===== src/rtl/synth_pkg.sv =====
// Shared definitions for the synthesizer slice: size defaults, note frequency
// table and the voice allocator state encoding.
package synth_pkg;

    localparam int NUM_KEYS_DEF   = 13;
    localparam int NUM_VOICES_DEF = 4;
    localparam int KEY_W_DEF      = 4;
    localparam int AGE_W_DEF      = 8;

    // Tone frequency in Hz for each note index, C2 up to C3.
    localparam int NOTE_HZ [NUM_KEYS_DEF] = '{
        65, 69, 73, 78, 82, 87, 92, 98, 104, 110, 117, 123, 131
    };

    typedef enum logic [1:0] {
        SCAN    = 2'd0,
        ALLOC   = 2'd1,
        RELEASE = 2'd2
    } state_t;

    function automatic int note_hz(input int idx);
        return (idx >= 0 && idx < NUM_KEYS_DEF) ? NOTE_HZ[idx] : 0;
    endfunction

endpackage


===== src/rtl/voice_select.sv =====
// Picks the slot for a new note: lowest free slot, otherwise the oldest busy
// slot (lowest index on equal age), flagging the latter as a steal.
module voice_select
    import synth_pkg::*;
#(
    parameter int NUM_VOICES = NUM_VOICES_DEF,
    parameter int AGE_W      = AGE_W_DEF,
    parameter int VIDX_W     = (NUM_VOICES > 1) ? $clog2(NUM_VOICES) : 1
) (
    input  logic [NUM_VOICES-1:0]       voice_active,
    input  logic [NUM_VOICES*AGE_W-1:0] ages,
    output logic [VIDX_W-1:0]           target,
    output logic                        steal
);

    logic             found_free;
    logic [AGE_W-1:0] best_age;

    always_comb begin
        target     = '0;
        steal      = 1'b0;
        found_free = 1'b0;
        best_age   = '0;
        // Descending walk so the lowest free index is the last one written.
        for (int v = NUM_VOICES - 1; v >= 0; v--) begin
            if (!voice_active[v]) begin
                target     = VIDX_W'(v);
                found_free = 1'b1;
            end
        end
        if (!found_free) begin
            steal    = 1'b1;
            target   = '0;
            best_age = ages[0 +: AGE_W];
            // Strict compare keeps the lowest index on ties.
            for (int v = 1; v < NUM_VOICES; v++) begin
                if (ages[v*AGE_W +: AGE_W] > best_age) begin
                    best_age = ages[v*AGE_W +: AGE_W];
                    target   = VIDX_W'(v);
                end
            end
        end
    end

endmodule


===== src/rtl/voice_allocator.sv =====
// Polyphony controller: scans the synchronized key bitmap one key per cycle
// and maps press/release events onto a small pool of voice slots.
module voice_allocator
    import synth_pkg::*;
#(
    parameter int NUM_KEYS   = NUM_KEYS_DEF,
    parameter int NUM_VOICES = NUM_VOICES_DEF,
    parameter int KEY_W      = KEY_W_DEF,
    parameter int AGE_W      = AGE_W_DEF
) (
    input  logic                        CLOCK_50,
    input  logic                        reset_n,
    input  logic [NUM_KEYS-1:0]         keys,
    output logic [NUM_VOICES-1:0]       voice_active,
    output logic [NUM_VOICES*KEY_W-1:0] voice_note,
    output logic [NUM_VOICES-1:0]       voice_trig,
    output logic                        steal,
    output logic                        busy
);

    localparam int VIDX_W = (NUM_VOICES > 1) ? $clog2(NUM_VOICES) : 1;

    logic [NUM_KEYS-1:0]         key_sync_p0;
    logic [NUM_KEYS-1:0]         key_sync_p1;
    logic [NUM_KEYS-1:0]         key_state;
    logic [KEY_W-1:0]            scan_ptr;
    logic [KEY_W-1:0]            scan_ptr_inc;
    state_t                      state;
    state_t                      state_nxt;
    logic [AGE_W-1:0]            age  [NUM_VOICES];
    logic [KEY_W-1:0]            note [NUM_VOICES];
    logic [NUM_VOICES*AGE_W-1:0] age_packed;
    logic [VIDX_W-1:0]           sel_target;
    logic                        sel_steal;
    logic                        key_now;
    logic                        key_prev;

    function automatic logic [AGE_W-1:0] age_sat_inc(input logic [AGE_W-1:0] a);
        return (a == '1) ? a : a + AGE_W'(1);
    endfunction

    assign key_now      = key_sync_p1[scan_ptr];
    assign key_prev     = key_state[scan_ptr];
    assign scan_ptr_inc = (scan_ptr == KEY_W'(NUM_KEYS - 1)) ? '0 : scan_ptr + KEY_W'(1);

    for (genvar v = 0; v < NUM_VOICES; v++) begin : g_pack
        assign age_packed[v*AGE_W +: AGE_W] = age[v];
        assign voice_note[v*KEY_W +: KEY_W] = note[v];
    end

    voice_select #(
        .NUM_VOICES (NUM_VOICES),
        .AGE_W      (AGE_W),
        .VIDX_W     (VIDX_W)
    ) u_voice_select (
        .voice_active (voice_active),
        .ages         (age_packed),
        .target       (sel_target),
        .steal        (sel_steal)
    );

    // Stage p0/p1: two-flop synchronizer for the asynchronous switches.
    always_ff @(posedge CLOCK_50 or negedge reset_n) begin
        if (!reset_n) begin
            key_sync_p0 <= '0;
            key_sync_p1 <= '0;
        end else begin
            key_sync_p0 <= keys;
            key_sync_p1 <= key_sync_p0;
        end
    end

    always_ff @(posedge CLOCK_50 or negedge reset_n) begin
        if (!reset_n) state <= SCAN;
        else          state <= state_nxt;
    end

    always_comb begin
        state_nxt = SCAN;
        case (state)
            SCAN: begin
                if (key_now && !key_prev)      state_nxt = ALLOC;
                else if (!key_now && key_prev) state_nxt = RELEASE;
                else                           state_nxt = SCAN;
            end
            ALLOC:   state_nxt = SCAN;
            RELEASE: state_nxt = SCAN;
            default: state_nxt = SCAN;
        endcase
    end

    always_comb begin
        busy = (state == ALLOC) || (state == RELEASE);
    end

    // Event stage: slot table, key levels and the scan pointer.
    always_ff @(posedge CLOCK_50 or negedge reset_n) begin
        if (!reset_n) begin
            scan_ptr     <= '0;
            key_state    <= '0;
            voice_active <= '0;
            voice_trig   <= '0;
            steal        <= 1'b0;
            for (int v = 0; v < NUM_VOICES; v++) begin
                age[v]  <= '0;
                note[v] <= '0;
            end
        end else begin
            voice_trig <= '0;
            steal      <= 1'b0;
            case (state)
                SCAN: begin
                    if (state_nxt == SCAN) scan_ptr <= scan_ptr_inc;
                end
                ALLOC: begin
                    for (int v = 0; v < NUM_VOICES; v++) begin
                        if (VIDX_W'(v) == sel_target) begin
                            note[v]         <= scan_ptr;
                            voice_active[v] <= 1'b1;
                            age[v]          <= '0;
                            voice_trig[v]   <= 1'b1;
                        end else if (voice_active[v]) begin
                            age[v] <= age_sat_inc(age[v]);
                        end
                    end
                    steal               <= sel_steal;
                    key_state[scan_ptr] <= 1'b1;
                    scan_ptr            <= scan_ptr_inc;
                end
                RELEASE: begin
                    // A stolen note no longer matches any slot, so its release is a no-op.
                    for (int v = 0; v < NUM_VOICES; v++) begin
                        if (voice_active[v] && note[v] == scan_ptr) voice_active[v] <= 1'b0;
                    end
                    key_state[scan_ptr] <= 1'b0;
                    scan_ptr            <= scan_ptr_inc;
                end
                default: ;
            endcase
        end
    end

endmodule


===== config.mk =====
export PLATFORM = sky130hd
export DESIGN_NAME = voice_allocator
export DESIGN_NICKNAME = d
export VERILOG_FILES = /design/src/rtl/synth_pkg.sv /design/src/rtl/voice_select.sv /design/src/rtl/voice_allocator.sv
export SDC_FILE = /design/constraint.sdc
export NUM_CORES = 1
export LEC_CHECK = 0
export CAP_MARGIN = 25
export CORE_MARGIN = 2
export CORE_UTILIZATION = 55
export DETAILED_ROUTE_END_ITERATION = 6
export PLACE_DENSITY = 0.76
export SKIP_CTS_REPAIR_TIMING = 1
export SLEW_MARGIN = 10
export SYNTH_ARGS = -nofsm -noshare
export SYNTH_HDL_FRONTEND = slang
export SYNTH_SLANG_ARGS = --single-unit
export TNS_END_PERCENT = 20

===== constraint.sdc =====
create_clock -name CLOCK_50 -period 6.4 [get_ports CLOCK_50]
set_input_delay 1.28 -clock CLOCK_50 [delete_from_list [all_inputs] [get_ports CLOCK_50]]
set_output_delay 1.28 -clock CLOCK_50 [all_outputs]
set_load 0.03 [all_outputs]

==> summary.txt <==
Status
  – Outcome: finished, final reports clean

Logic synthesis
  – Yosys top cell area share: 0.463
  – Number of flops mapped to enable cells by yosys: 0
  – Sequential fraction of the synthesis area: 0.463
  – Synth Register Bits: 102
  – Cell variety after synth: 61
  – Syn. warnings: 0
  – Largest cells by area after synthesis: dfrtp_1 46%, ha_1 7.9%, mux2_2 3.5%
  – Mean Syn Cell Area: 10.5 µm²
  – Synth async-reset ratio: 1.00
  – Top FF cell, synth: dfrtp_1
  – Yosys top cell by area: dfrtp_1
  – Cell Area, Synth: 0.00552 mm²
  – Syn Nets: 574
  – Mapped Cells: 524

Route
  – ANT nets after route: 0
  – DRT Pass-1 Iters: 5
  – DR WL/cell: 17.3 µm
  – DR vias/cell: 6.10
  – DR iter-0 viols: 244
  – WL final: 12,000 µm
  – Remaining routing DRC violations: 0
  – Vias: 4,235

Timing
  – Fin. Hold Viols: 0
  – PnR worst setup slack: 0.750 ns
  – RSZ-0062 raised after global routing: false
  – # setup viols final: 0
  – Worst slew margin: 0.389
  – Period utilization: 0.883
  – Maximum operating frequency: 0.177 GHz
  – Final count of pins violating max slew: 0
  – Worst Skew: 0.00964 ns
  – Min Tclk post-route: 5.65 ns
  – Post-route setup TNS: 0 ns
  – Pin slew with the least headroom to its limit: 0.917 ns

Power
  – Leak: 2.77 nW
  – Sw Share: 0.452
  – Switching power: 1.52 mW
  – Logic gate share of total power: 0.542
  – Int Pwr: 1.83 mW
  – Clk pwr share: 0.130
  – Power per cell area: 538 mW/mm²
  – Total power draw: 3.35 mW
  – Sequential Power Share: 0.328
  – VDD IR max: 228 µV

Final layout
  – Nets: 606
  – Synth-to-Final Area Change: 12.7%
  – Diodes inserted: 0
  – Most common cell after layout, fill and taps aside: dfrtp_1
  – Layout cell share with drive strength beyond 1: 0.109
  – Most frequent cells in the layout: 102 x dfrtp_1, 42 x nand2_1, 39 x clkdlybuf4s50_1
  – Non-Filler Instances: 694
  – Finished Core Util: 0.636
  – Fill count: 779

GRT
  – Met2 usage: 0.389
  – First-pass GRT wire length: 20,300 µm
  – GR Util met1: 0.299
  – Gr ovfl total: 0
  – Largest net degree at the start of global routing: 54
  – Vias in the first global route: 4,218
  – GRT busiest layer: met2
  – Met3 GRT Util: 0.0382
  – Gr usage total: 0.232
  – Initial antenna violation count: 0

Floorplanning
  – Site Rows: 36
  – Die W: 104 µm
  – Area of the core: 0.00977 mm²
  – Initial Utilization: 0.565
  – Die span in y: 104 µm
  – Die area: 0.0108 mm²
  – IO Count: 41

Placed design
  – Post-Place Cells: 677
  – Post-Place Worst Slack: 0.796 ns
  – Detailed Place HPWL: 8570 µm
  – Gp weighted congestion: 0.917
  – IO buf count: 40

Clock tree
  – Num CTS Buffers: 9
  – CTS tree: done
  – Sink Count: 102
  – Clock Pin Slew Worst Setup and Hold Paths: 0.10 ns
  – Cell chosen for the clock root: clkbuf_8
  – Clock latency on the worst-skew pair: 0.37 ns
  – Max Buffers Root-to-Sink: 2
  – H-tree depth: 3

Run
  – Max_cap viols: 0

Worst setup path
  – Maximum fanout along the worst path: 22
  – Worst EP arrival: 5.91 ns
  – Critical Path Sink Type: flip-flop
  – Kind of critical path: reg -> reg
  – Critical Path Start Type: flip-flop
  – Required @ worst endpoint: 6.66 ns

Min path
  – HP Class: reg -> reg
==> per-layer routing <==
metal / up-vias / wire length [µm]
li1: 1992 / -
met1: 2102 / 5050
met2: 118 / 6040
met3: 23 / 586
met4: 0 / 339
met5: - / 0
==> through the flow <==
step                area (µm²)  hold slack (ns)
global route              6220            0.364
floorplan                 5520            0.331
detailed placement        5990            0.335
global placement          5990            0.332
CTS                       6210            0.357
finish                    6220            0.354
==> synth_stat cells, types with 5 or more instances <==
cell type  count
a21oi_1       30
nand2b_1       5
mux4_2         6
o221ai_1       5
a22o_1         6
mux2_2        17
nand4_1        7
nor2_1        16
nor3_1         6
nand3_1       20
or3_1          5
mux2i_1       13
nand2_1       42
xor2_1        11
a21o_1         7
inv_1         24
dfrtp_1      102
ha_1          35
xnor2_1       11
clkbuf_1      13
nor2b_1        7
o22ai_1        8
o21ai_0       31
o211ai_1      14
and3_1        10
a31oi_1       17
==> worst max-delay path, cell delays in order, from the launching register on <==
cell and delay [ns]:
dfrtp_1 0.44, inv_1 0.06, ha_1 0.29, nor2b_1 0.15
o211ai_1 0.09, a21oi_1 0.16, o21a_1 0.45, mux2i_1 0.42
ha_1 0.32, a21oi_1 0.14, o21ai_0 0.09, o22ai_1 0.16
buf_4 0.28, o21ai_0 0.13, ha_1 0.30, a21o_1 0.18
a221o_1 0.39, a22o_2 0.27, a21o_1 0.21, a31oi_4 0.46
nor2_2 0.21, mux2_2 0.31
==> cell families (layout without fill, tap and decap cells) <==
family	count (synthesis)	in the layout	share of synthesized area
adder cells (fa/ha/maj)	35	35	0.0794
flip-flops	102	102	0.463
buffers and inverters	48	85	0.0365
multiplexers	37	37	0.0853
AO/OA/AOI/OAI	143	143	0.173
AND/OR/NAND/NOR	137	137	0.128
XOR/XNOR	22	22	0.0349
==> power groups by stage <==
stage                     Combinational, mW  Sequential (mW)  Clock, mW
after floorplan                        1.33             1.10          0
after global placement                 1.74             1.10          0
after detailed placement               1.79             1.11          0
after CTS                              1.80             1.09      0.443
after global routing                   2.01             1.13      0.474
final                                  1.82             1.10      0.437
==> layout make-up <==
class	instances	area, µm²	area share
inverters	26	98.8	0.0159
flip-flops and latches	102	2550	0.410
clock buffers	13	169	0.0272
multi-input cells	374	2760	0.444
clock inverters	3	50.0	0.00805
repair buffers	43	420	0.0676
well taps	133	166	0.0267
==> worst paths after layout <==
path	from	end	slack, ns	cells past startpoint
worst min-delay path	key_sync_p0[10]	key_sync_p1[10]	0.35	0
max in group asynchronous	reset_n	age[11]	4.33	2
min in group asynchronous	reset_n	age[28]	0.93	1
worst min register to register	key_sync_p0[10]	key_sync_p1[10]	0.35	0
worst max register to register	age[25]	voice_note[14]	0.75	21
worst max-delay path	age[25]	voice_note[14]	0.75	21
Note: power is estimated with default switching activity, not from simulation.
